==> src/rtl/cisc_pkg.sv <==
// Shared definitions for the microprogrammed CISC control path: microword
// field positions and the sequencing/condition encodings.
package cisc_pkg;

    localparam int CWR_W    = 34;
    localparam int INS_W    = 16;

    localparam int SEQ_MSB  = 33;
    localparam int SEQ_LSB  = 32;
    localparam int LDIR_BIT = 8;
    localparam int COND_MSB = 7;
    localparam int COND_LSB = 6;

    // Opcode nibble of the instruction word, used for dispatch.
    localparam int OPC_MSB  = 15;
    localparam int OPC_LSB  = 12;

    typedef enum logic [1:0] {
        SEQ_INC  = 2'b00,
        SEQ_JMP  = 2'b01,
        SEQ_DISP = 2'b10,
        SEQ_BR   = 2'b11
    } seq_op_e;

    typedef enum logic [1:0] {
        C_ALW = 2'b00,
        C_Z   = 2'b01,
        C_C   = 2'b10,
        C_NZ  = 2'b11
    } cond_e;

endpackage

==> src/rtl/upc_next_logic.sv <==
// Next micro-address selection: condition mux followed by the
// increment / jump / dispatch / branch address mux. Purely combinational.
module upc_next_logic
    import cisc_pkg::*;
#(
    parameter int                 UADDR_W   = 6,
    parameter logic [UADDR_W-5:0] DISP_BASE = 2'b01
) (
    input  logic [UADDR_W-1:0] upc,
    input  seq_op_e            seq_op,
    input  cond_e              cond,
    input  logic [UADDR_W-1:0] addr,
    input  logic [3:0]         opcode,
    input  logic               z_flag,
    input  logic               c_flag,
    output logic [UADDR_W-1:0] uaddr
);

    logic               cond_true;
    logic [UADDR_W-1:0] upc_inc;

    // Natural wrap at the top of the control store.
    assign upc_inc = upc + UADDR_W'(1);

    always_comb begin
        cond_true = 1'b1;
        case (cond)
            C_ALW:   cond_true = 1'b1;
            C_Z:     cond_true = z_flag;
            C_C:     cond_true = c_flag;
            C_NZ:    cond_true = ~z_flag;
            default: cond_true = 1'b1;
        endcase
    end

    always_comb begin
        uaddr = upc_inc;
        case (seq_op)
            SEQ_INC:  uaddr = upc_inc;
            SEQ_JMP:  uaddr = addr;
            SEQ_DISP: uaddr = {DISP_BASE, opcode};
            SEQ_BR:   uaddr = cond_true ? addr : upc_inc;
            default:  uaddr = upc_inc;
        endcase
    end

endmodule

==> src/rtl/micro_sequencer.sv <==
// Microprogram sequencer: holds upc, the control word register and the
// instruction register, and fetches the next microword from the control store.
module micro_sequencer
    import cisc_pkg::*;
#(
    parameter int                 UADDR_W   = 6,
    parameter logic [UADDR_W-5:0] DISP_BASE = 2'b01
) (
    input  logic               clk,
    input  logic               rst,
    input  logic [CWR_W-1:0]   rom_data,
    output logic [UADDR_W-1:0] uaddr,
    input  logic [INS_W-1:0]   ins_in,
    input  logic               ins_valid,
    output logic               ins_ready,
    input  logic               z_flag,
    input  logic               c_flag,
    input  logic               hold,
    output logic [CWR_W-1:0]   cwr,
    output logic [INS_W-1:0]   ir
);

    logic [UADDR_W-1:0] upc;
    seq_op_e            seq_op;
    cond_e              cond;
    logic               load_ir;
    logic               stall;
    logic               advance;
    logic               load_fire;
    logic [3:0]         opcode;

    assign seq_op  = seq_op_e'(cwr[SEQ_MSB:SEQ_LSB]);
    assign cond    = cond_e'(cwr[COND_MSB:COND_LSB]);
    assign load_ir = cwr[LDIR_BIT];

    // Fetch handshake: ins_ready is high while the current microword asks for
    // an instruction; the transfer happens on the clock edge where
    // ins_ready & ins_valid & ~hold. Until then the sequencer freezes.
    assign ins_ready = load_ir;
    assign stall     = load_ir & ~ins_valid;
    assign advance   = ~hold & ~stall;
    assign load_fire = load_ir & advance;

    // Dispatch sees the incoming opcode on the very cycle it is accepted.
    assign opcode = load_fire ? ins_in[OPC_MSB:OPC_LSB] : ir[OPC_MSB:OPC_LSB];

    upc_next_logic #(
        .UADDR_W   (UADDR_W),
        .DISP_BASE (DISP_BASE)
    ) u_upc_next (
        .upc    (upc),
        .seq_op (seq_op),
        .cond   (cond),
        .addr   (cwr[UADDR_W-1:0]),
        .opcode (opcode),
        .z_flag (z_flag),
        .c_flag (c_flag),
        .uaddr  (uaddr)
    );

    // upc resets to all-ones so the first fetched address wraps to word 0.
    always_ff @(posedge clk) begin
        if (rst) begin
            upc <= '1;
            cwr <= '0;
            ir  <= '0;
        end else if (advance) begin
            upc <= uaddr;
            cwr <= rom_data;
            if (load_ir) begin
                ir <= ins_in;
            end
        end
    end

endmodule

==> config.mk <==
export PLATFORM = sky130hd
export DESIGN_NAME = micro_sequencer
export DESIGN_NICKNAME = d
export VERILOG_FILES = /design/src/rtl/cisc_pkg.sv /design/src/rtl/upc_next_logic.sv /design/src/rtl/micro_sequencer.sv
export SDC_FILE = /design/constraint.sdc
export NUM_CORES = 1
export LEC_CHECK = 0
export CAP_MARGIN = 20
export CORE_MARGIN = 1.5
export CORE_UTILIZATION = 25
export DETAILED_ROUTE_END_ITERATION = 7
export PLACE_DENSITY = 0.54
export SLEW_MARGIN = 10
export SYNTH_ARGS = -nofsm -noshare
export SYNTH_HDL_FRONTEND = slang
export SYNTH_SLANG_ARGS = --single-unit
export TNS_END_PERCENT = 20
==> constraint.sdc <==
create_clock -name clk -period 1.9 [get_ports clk]
set_input_delay 0.19 -clock clk [delete_from_list [all_inputs] [get_ports clk]]
set_output_delay 0.19 -clock clk [all_outputs]
set_load 0.01 [all_outputs]
==> results of run 1 <==
-- critical path: stages --
cell	delay, ns
sky130_fd_sc_hd__clkdlybuf4s50_1	0.47
sky130_fd_sc_hd__and4bb_1	0.24
sky130_fd_sc_hd__a31oi_1	0.16
sky130_fd_sc_hd__buf_4	0.16
sky130_fd_sc_hd__nor2_1	0.04
sky130_fd_sc_hd__or3_1	0.32
sky130_fd_sc_hd__nand2_1	0.08
sky130_fd_sc_hd__buf_2	0.12
-- synthesized netlist by cell type, types with 2 or more instances --
| cell | n | area, um2 |
|---|---|---|
| sky130_fd_sc_hd__nor2_1 | 10 | 37.5 |
| sky130_fd_sc_hd__o21ai_0 | 3 | 15.0 |
| sky130_fd_sc_hd__mux2i_1 | 6 | 60.1 |
| sky130_fd_sc_hd__buf_1 | 2 | 7.51 |
| sky130_fd_sc_hd__a21o_1 | 2 | 15.0 |
| sky130_fd_sc_hd__buf_2 | 4 | 20.0 |
| sky130_fd_sc_hd__clkbuf_1 | 12 | 45.0 |
| sky130_fd_sc_hd__nor3_1 | 2 | 10.0 |
| sky130_fd_sc_hd__xnor2_1 | 2 | 17.5 |
| sky130_fd_sc_hd__nand2_1 | 94 | 353 |
| sky130_fd_sc_hd__o31a_1 | 2 | 17.5 |
| sky130_fd_sc_hd__and3_1 | 2 | 12.5 |
| sky130_fd_sc_hd__or3_1 | 4 | 25.0 |
| sky130_fd_sc_hd__inv_1 | 4 | 15.0 |
| sky130_fd_sc_hd__a31oi_1 | 2 | 12.5 |
| sky130_fd_sc_hd__nor3b_1 | 2 | 15.0 |
| sky130_fd_sc_hd__nand3_1 | 4 | 20.0 |
| sky130_fd_sc_hd__dfxtp_1 | 56 | 1120 |
| sky130_fd_sc_hd__mux2_2 | 2 | 22.5 |
| sky130_fd_sc_hd__xor2_1 | 3 | 26.3 |
| sky130_fd_sc_hd__a21oi_1 | 53 | 265 |
-- sequential cells by signal (all words and copies together), names as in the netlist --
| signal | cells |
|---|---|
| ir | 16 |
| cwr | 34 |
| upc | 6 |
-- cell type report --
type | instances | area, um2
clock buffer | 8 | 90.1
timing repair buffer | 140 | 1310
tap | 108 | 135
inverter | 4 | 15.0
fill | 910 | 4940
sequential | 56 | 1120
multi-input combinational | 205 | 1100
-- final timing paths --
| check | endpoint | cells after the start |
|---|---|---|
| worst max-delay path | uaddr[2] | 8 |
| worst min-delay path | ir[15]$_SDFFE_PP0N_ | 2 |
| worst max register to register | upc[0]$_SDFFE_PP1N_ | 8 |
| worst min register to register | ir[7]$_SDFFE_PP0N_ | 2 |
-- per-layer routing --
layer / vias up / track usage / part of all wire
met2: 68 / 0.230 / 0.46
met1: 1073 / 0.179 / 0.45
li1: 1198 / - / -
met4: 0 / 0.0297 / 0.0078
met3: 5 / 0.0515 / 0.080
met5: - / 0 / 0
-- cells by family (layout without fill, tap and decap cells) --
kind of cell | Yosys count | after routing | synth area share
AND/OR/NAND/NOR | 121 | 121 | 0.227
flip-flops | 56 | 56 | 0.497
buffers and inverters | 23 | 152 | 0.0422
multiplexers | 8 | 8 | 0.0366
adder cells (fa/ha/maj) | 1 | 1 | 0.00555
AO/OA/AOI/OAI | 70 | 70 | 0.172
XOR/XNOR | 5 | 5 | 0.0194
-- report_power, final --
group          total, uW  internal (uW)  switching (uW)
Combinational        664            380             284
Sequential          1280           1240            40.3
Clock                672            299             373
Total               2610           1920             698
-- metrics by stage --
stage	hold WS, ns	setup slack [ns]	utilization	power, uW	cells
after global placement	0.442	-0.453	0.418	1960	512
after global routing	0.257	-0.179	0.433	2770	521
final	0.253	-0.0735	0.433	2610	521
after CTS	0.243	-0.0638	0.432	2660	521
after detailed placement	0.446	-0.460	0.418	1970	512
after floorplan	0.326	0.291	-	1570	284
-- what timing repair did --
item	CTS	global route
resized for setup	33	3
pin swaps	4	1
endpoints found under the setup margin	6	6
buffers inserted	1	0
hold buffers	0	0
-- cells in the final DEF (no fill, tap or decap), types with 3 or more instances in the layout --
cell                              synthesis  layout
sky130_fd_sc_hd__nand3_1                  4       4
sky130_fd_sc_hd__nand2_1                 94      94
sky130_fd_sc_hd__or3_1                    4       3
sky130_fd_sc_hd__clkbuf_8                 0       6
sky130_fd_sc_hd__clkdlybuf4s50_1          0     104
sky130_fd_sc_hd__a21oi_1                 53      51
sky130_fd_sc_hd__buf_4                    1      28
sky130_fd_sc_hd__dfxtp_2                  0       3
sky130_fd_sc_hd__buf_2                    4       4
sky130_fd_sc_hd__mux2i_1                  6       5
sky130_fd_sc_hd__inv_1                    4       4
sky130_fd_sc_hd__nor2_1                  10      10
sky130_fd_sc_hd__dfxtp_1                 56      53
==> impl_metrics.ini, run 1 <==
[setup_path]
worst-endpoint-arrival_ns = 1.78
reg2reg_slack_ns = 0.32
worstSetupStartpointType = primary input
crit_type = primary input to output port
cp_data_required_time_ns = 1.71
worst_setup_startpoint = c_flag
endpoint_kind = output port
critical_path_peak_fanout = 2
critical_path.reg2reg.startpoint = cwr[7]$_SDFFE_PP0N_

[pwr]
peakVddDrop_mv = 0.304
powerDensity_mw_per_mm2 = 692
total_leakage_power_uw = 0.00146

[clocking]
cts-root-to-sink-buffers = 2
worstSkewPairLatency_ns = 0.30
root_buf_cell = sky130_fd_sc_hd__clkbuf_8
cts-buffers-inserted = 5
htree_levels = 2
clk_pin_slew_worst_paths_ns = 0.10
tritoncts = yes
cts.sink_count = 56

[placement]
dp_hpwl_mm = 4.90
port-buffer-count = 112
globalplace.congestion = 0.737
placed_area_mm2 = 0.00364

[synth]
post_synth.cell_area_avg_um2 = 7.94
synthArstFlopShare = 0
yosys_most_used_dff = sky130_fd_sc_hd__dfxtp_1
synth_enable_flop_cells = 0
synth-seq-cells = 56
synth_area_mm2 = 0.00225
syn_nets = 341
synthDistinctLibCells = 34
seq_area_frac_synth = 0.497
synth_warnings = 0
post_synth_inst_count = 284

[layout]
area_of_all_placed_cells_without_fillers_mm2 = 0.00378
final_layout_size_suffix_gt1_frac = 0.138
area_growth_syn_to_layout_pct = 67.6
nNetsFinal = 469
diodes = 0

[timing]
minimum_setup_slack_in_the_final_design_ns = -0.0735
setup_viol_count_final = 4
finalSetupTns_ns = -0.254
worst_pin_slew_ns = 0.328
unrepaired_setup_endpoints_after_global_routing = yes
number_of_hold_slack_violations_in_the_final_timing_report = 0
min_period_over_period = 1.04
fin_skew_ns = 0.00374
timing.max_slew.rel_slack = 0.781
clock.fmax_ghz = 0.507
finalCriticalPeriod_ns = 1.97
count_of_pins_over_their_slew_limit = 0

[floorplan]
design.die.area_mm2 = 0.00960
rows = 34
start_util = 0.259
ios = 113
die_h_um = 98.0
floorplan.die.width_um = 98.0
core_region_area_mm2 = 0.00872

[detailed_routing]
detail_route.first_pass.iterations = 4
routed-via-count = 2344
vias_per_cell = 4.50
postRouteAntennaNets = 0
residual_drc_count = 0
wl_per_cell_um = 13.0
drt_iter0_markers = 58
routed_wl_mm = 6.78

[global_routing]
grt_antenna_before_repair = 0
gr-usage-all-layers = 0.141
via_count_of_the_first_global_routing_pass = 2327
global_route.overflow_total = 0
global_route_wire_length_before_repair_mm = 11.1
grt_start_max_net_pins = 25

[worst_hold_path]
worst_hold_path_type = primary input to flip-flop
hold_path_startpoint = rst

[flow_run]
max-cap-violations = 0

[status]
outcome = finished, violations left
violations = setup timing
Power figures use the tool's default switching activity.
==> run 2, diff against run 1 <==
- SKIP_LAST_GASP: unset -> 1
==> run 2 against run 1 <==
Net effect: the run still ends with setup timing left; sequential share of layout area is 0.12 points higher; design area is 0.50% lower; cell count stayed put; total power is 0.68% lower; global-route usage stayed put; critical path depth stayed put; fmax hardly changed; sequential cell count stayed put; die area stayed put; first-iteration DRC count is 10% higher; critical path type unchanged; clock skew is 0.0017 ns higher.
==> impl_metrics.ini, run 2 (synthesized netlist as in run 1, its figures left out) <==
[layout]
finish.utilization = 0.431
post_layout_nonfiller_instances = 521
area_growth_syn_to_layout_pct = 66.8
biggestRegsByFlops = cwr (34), ir (16), upc (6)
diodes = 0
mostFrequentLayoutCells = sky130_fd_sc_hd__clkdlybuf4s50_1 (105), sky130_fd_sc_hd__nand2_1 (94), sky130_fd_sc_hd__dfxtp_1 (54)
largest-register = cwr
area_of_all_placed_cells_without_fillers_mm2 = 0.00376
final_layout_size_suffix_gt1_frac = 0.123
nNetsFinal = 469
largest_reg_flops = 34
mostFrequentLayoutCell = sky130_fd_sc_hd__clkdlybuf4s50_1

[timing]
setup_viol_count_final = 6
finalCriticalPeriod_ns = 1.97
count_of_pins_over_their_slew_limit = 0
unrepaired_setup_endpoints_after_global_routing = yes
number_of_hold_slack_violations_in_the_final_timing_report = 0
min_period_over_period = 1.04
worst_pin_slew_ns = 0.337
minimum_setup_slack_in_the_final_design_ns = -0.0741
fin_skew_ns = 0.00542
worst_hold_margin_ns = 0.258
timing.max_slew.rel_slack = 0.775
clock.fmax_ghz = 0.507

[floorplan]
die_h_um = 98.0
ios = 113
start_util = 0.259
floorplan.die.width_um = 98.0
rows = 34
design.die.area_mm2 = 0.00960
core_region_area_mm2 = 0.00872

[placement]
port-buffer-count = 112
placed_area_mm2 = 0.00364
placedCellCount = 512
globalplace.congestion = 0.737
dp_hpwl_mm = 4.90

[global_routing]
global_route_wire_length_before_repair_mm = 11.1
via_count_of_the_first_global_routing_pass = 2326
grt_antenna_before_repair = 0
grt_start_max_net_pins = 25
global_route.overflow_total = 0
gr-usage-all-layers = 0.141

[setup_path]
crit_type = primary input to output port
worst-endpoint-arrival_ns = 1.78
cp_data_required_time_ns = 1.71
endpoint_kind = output port
worstSetupStartpointType = primary input
critical_path_peak_fanout = 2

[clocking]
root_buf_cell = sky130_fd_sc_hd__clkbuf_8
tritoncts = yes
worstSkewPairLatency_ns = 0.30
cts-buffers-inserted = 5
clk_pin_slew_worst_paths_ns = 0.10
cts_hold_buf = 0
cts-root-to-sink-buffers = 2
htree_levels = 2
cts.sink_count = 56

[detailed_routing]
routed-via-count = 2345
residual_drc_count = 0
postRouteAntennaNets = 0
routed_wl_mm = 6.77
drt_iter0_markers = 64
wl_per_cell_um = 13.0
detail_route.first_pass.iterations = 4
vias_per_cell = 4.50

[flow_run]
max-cap-violations = 0

[pwr]
peakVddDrop_mv = 0.304
total_switching_power_uw = 692
design_power_total_uw = 2600
powerDensity_mw_per_mm2 = 691
total_leakage_power_uw = 0.00146
cell_internal_power_dissipation_uw = 1900
power.clock.fraction = 0.258
sw_frac_of_total = 0.266
comb_power_share = 0.250
power.share.sequential = 0.492

[status]
violations = setup timing
outcome = finished, violations left

[worst_hold_path]
worst_hold_path_type = primary input to flip-flop
[run 2: cell count changes in the layout (fill, tap and decap cells not counted), sizes merged]
cell | before | now
clkdlybuf4s50 | 104 | 105
dlygate4sd2 | 1 | 0
clkdlybuf4s15 | 2 | 3
buf | 33 | 32
[run 2: critical path, stage by stage]
cell and delay, ns:
sky130_fd_sc_hd__clkdlybuf4s50_1 0.47, sky130_fd_sc_hd__and4bb_1 0.24, sky130_fd_sc_hd__a31oi_1 0.16, sky130_fd_sc_hd__buf_4 0.16, sky130_fd_sc_hd__nor2_1 0.04, sky130_fd_sc_hd__or3_1 0.32
sky130_fd_sc_hd__nand2_1 0.08, sky130_fd_sc_hd__buf_2 0.12
[run 2: worst paths after layout]
kind / start / endpoint / slack (ns) / depth (start not counted)
min: rst / ir[15]$_SDFFE_PP0N_ / 0.26 / 2
min reg2reg: ir[7]$_SDFFE_PP0N_ / ir[7]$_SDFFE_PP0N_ / 0.46 / 2
max reg2reg: cwr[7]$_SDFFE_PP0N_ / upc[0]$_SDFFE_PP1N_ / 0.32 / 8
max: c_flag / uaddr[2] / -0.07 / 8
[run 2: final cells by class]
type,instances,area (um2)
Inverter,4,15.0
Tap cell,108,135
Clock buffer,8,90.1
Timing Repair Buffer,140,1310
Fill cell,910,4960
Sequential cell,56,1120
Multi-Input combinational cell,205,1080
[run 2: metal layers]
metal	share of wire	vias to the layer above	track usage
met1	0.45	1074	0.179
met2	0.46	68	0.230
li1	-	1198	-
met5	0	-	0
met4	0.0078	0	0.0297
met3	0.080	5	0.0515
[run 2: metrics by stage]
stage / setup TNS, ns / setup WS, ns
after floorplan: 0 / 0.291
after global placement: -2.56 / -0.453
after detailed placement: -2.57 / -0.460
after CTS: -0.271 / -0.0638
after global routing: -0.787 / -0.179
final: -0.359 / -0.0741
[run 2: timing repair]
action,4_1_cts,5_1_grt
endpoints found under the setup margin,6,6
setup buffers,1,0
pin swaps,4,1
gates resized for setup,27,0
[run 2: power by group through the flow]
stage | Clock (uW) | Sequential [uW] | Combinational (uW)
6_report | 670 | 1280 | 649
5_1_grt | 760 | 1290 | 710
4_1_cts | 711 | 1280 | 657
3_5_place_dp | 0 | 1300 | 664
3_3_place_gp | 0 | 1300 | 661
2_1_floorplan | 0 | 1330 | 247
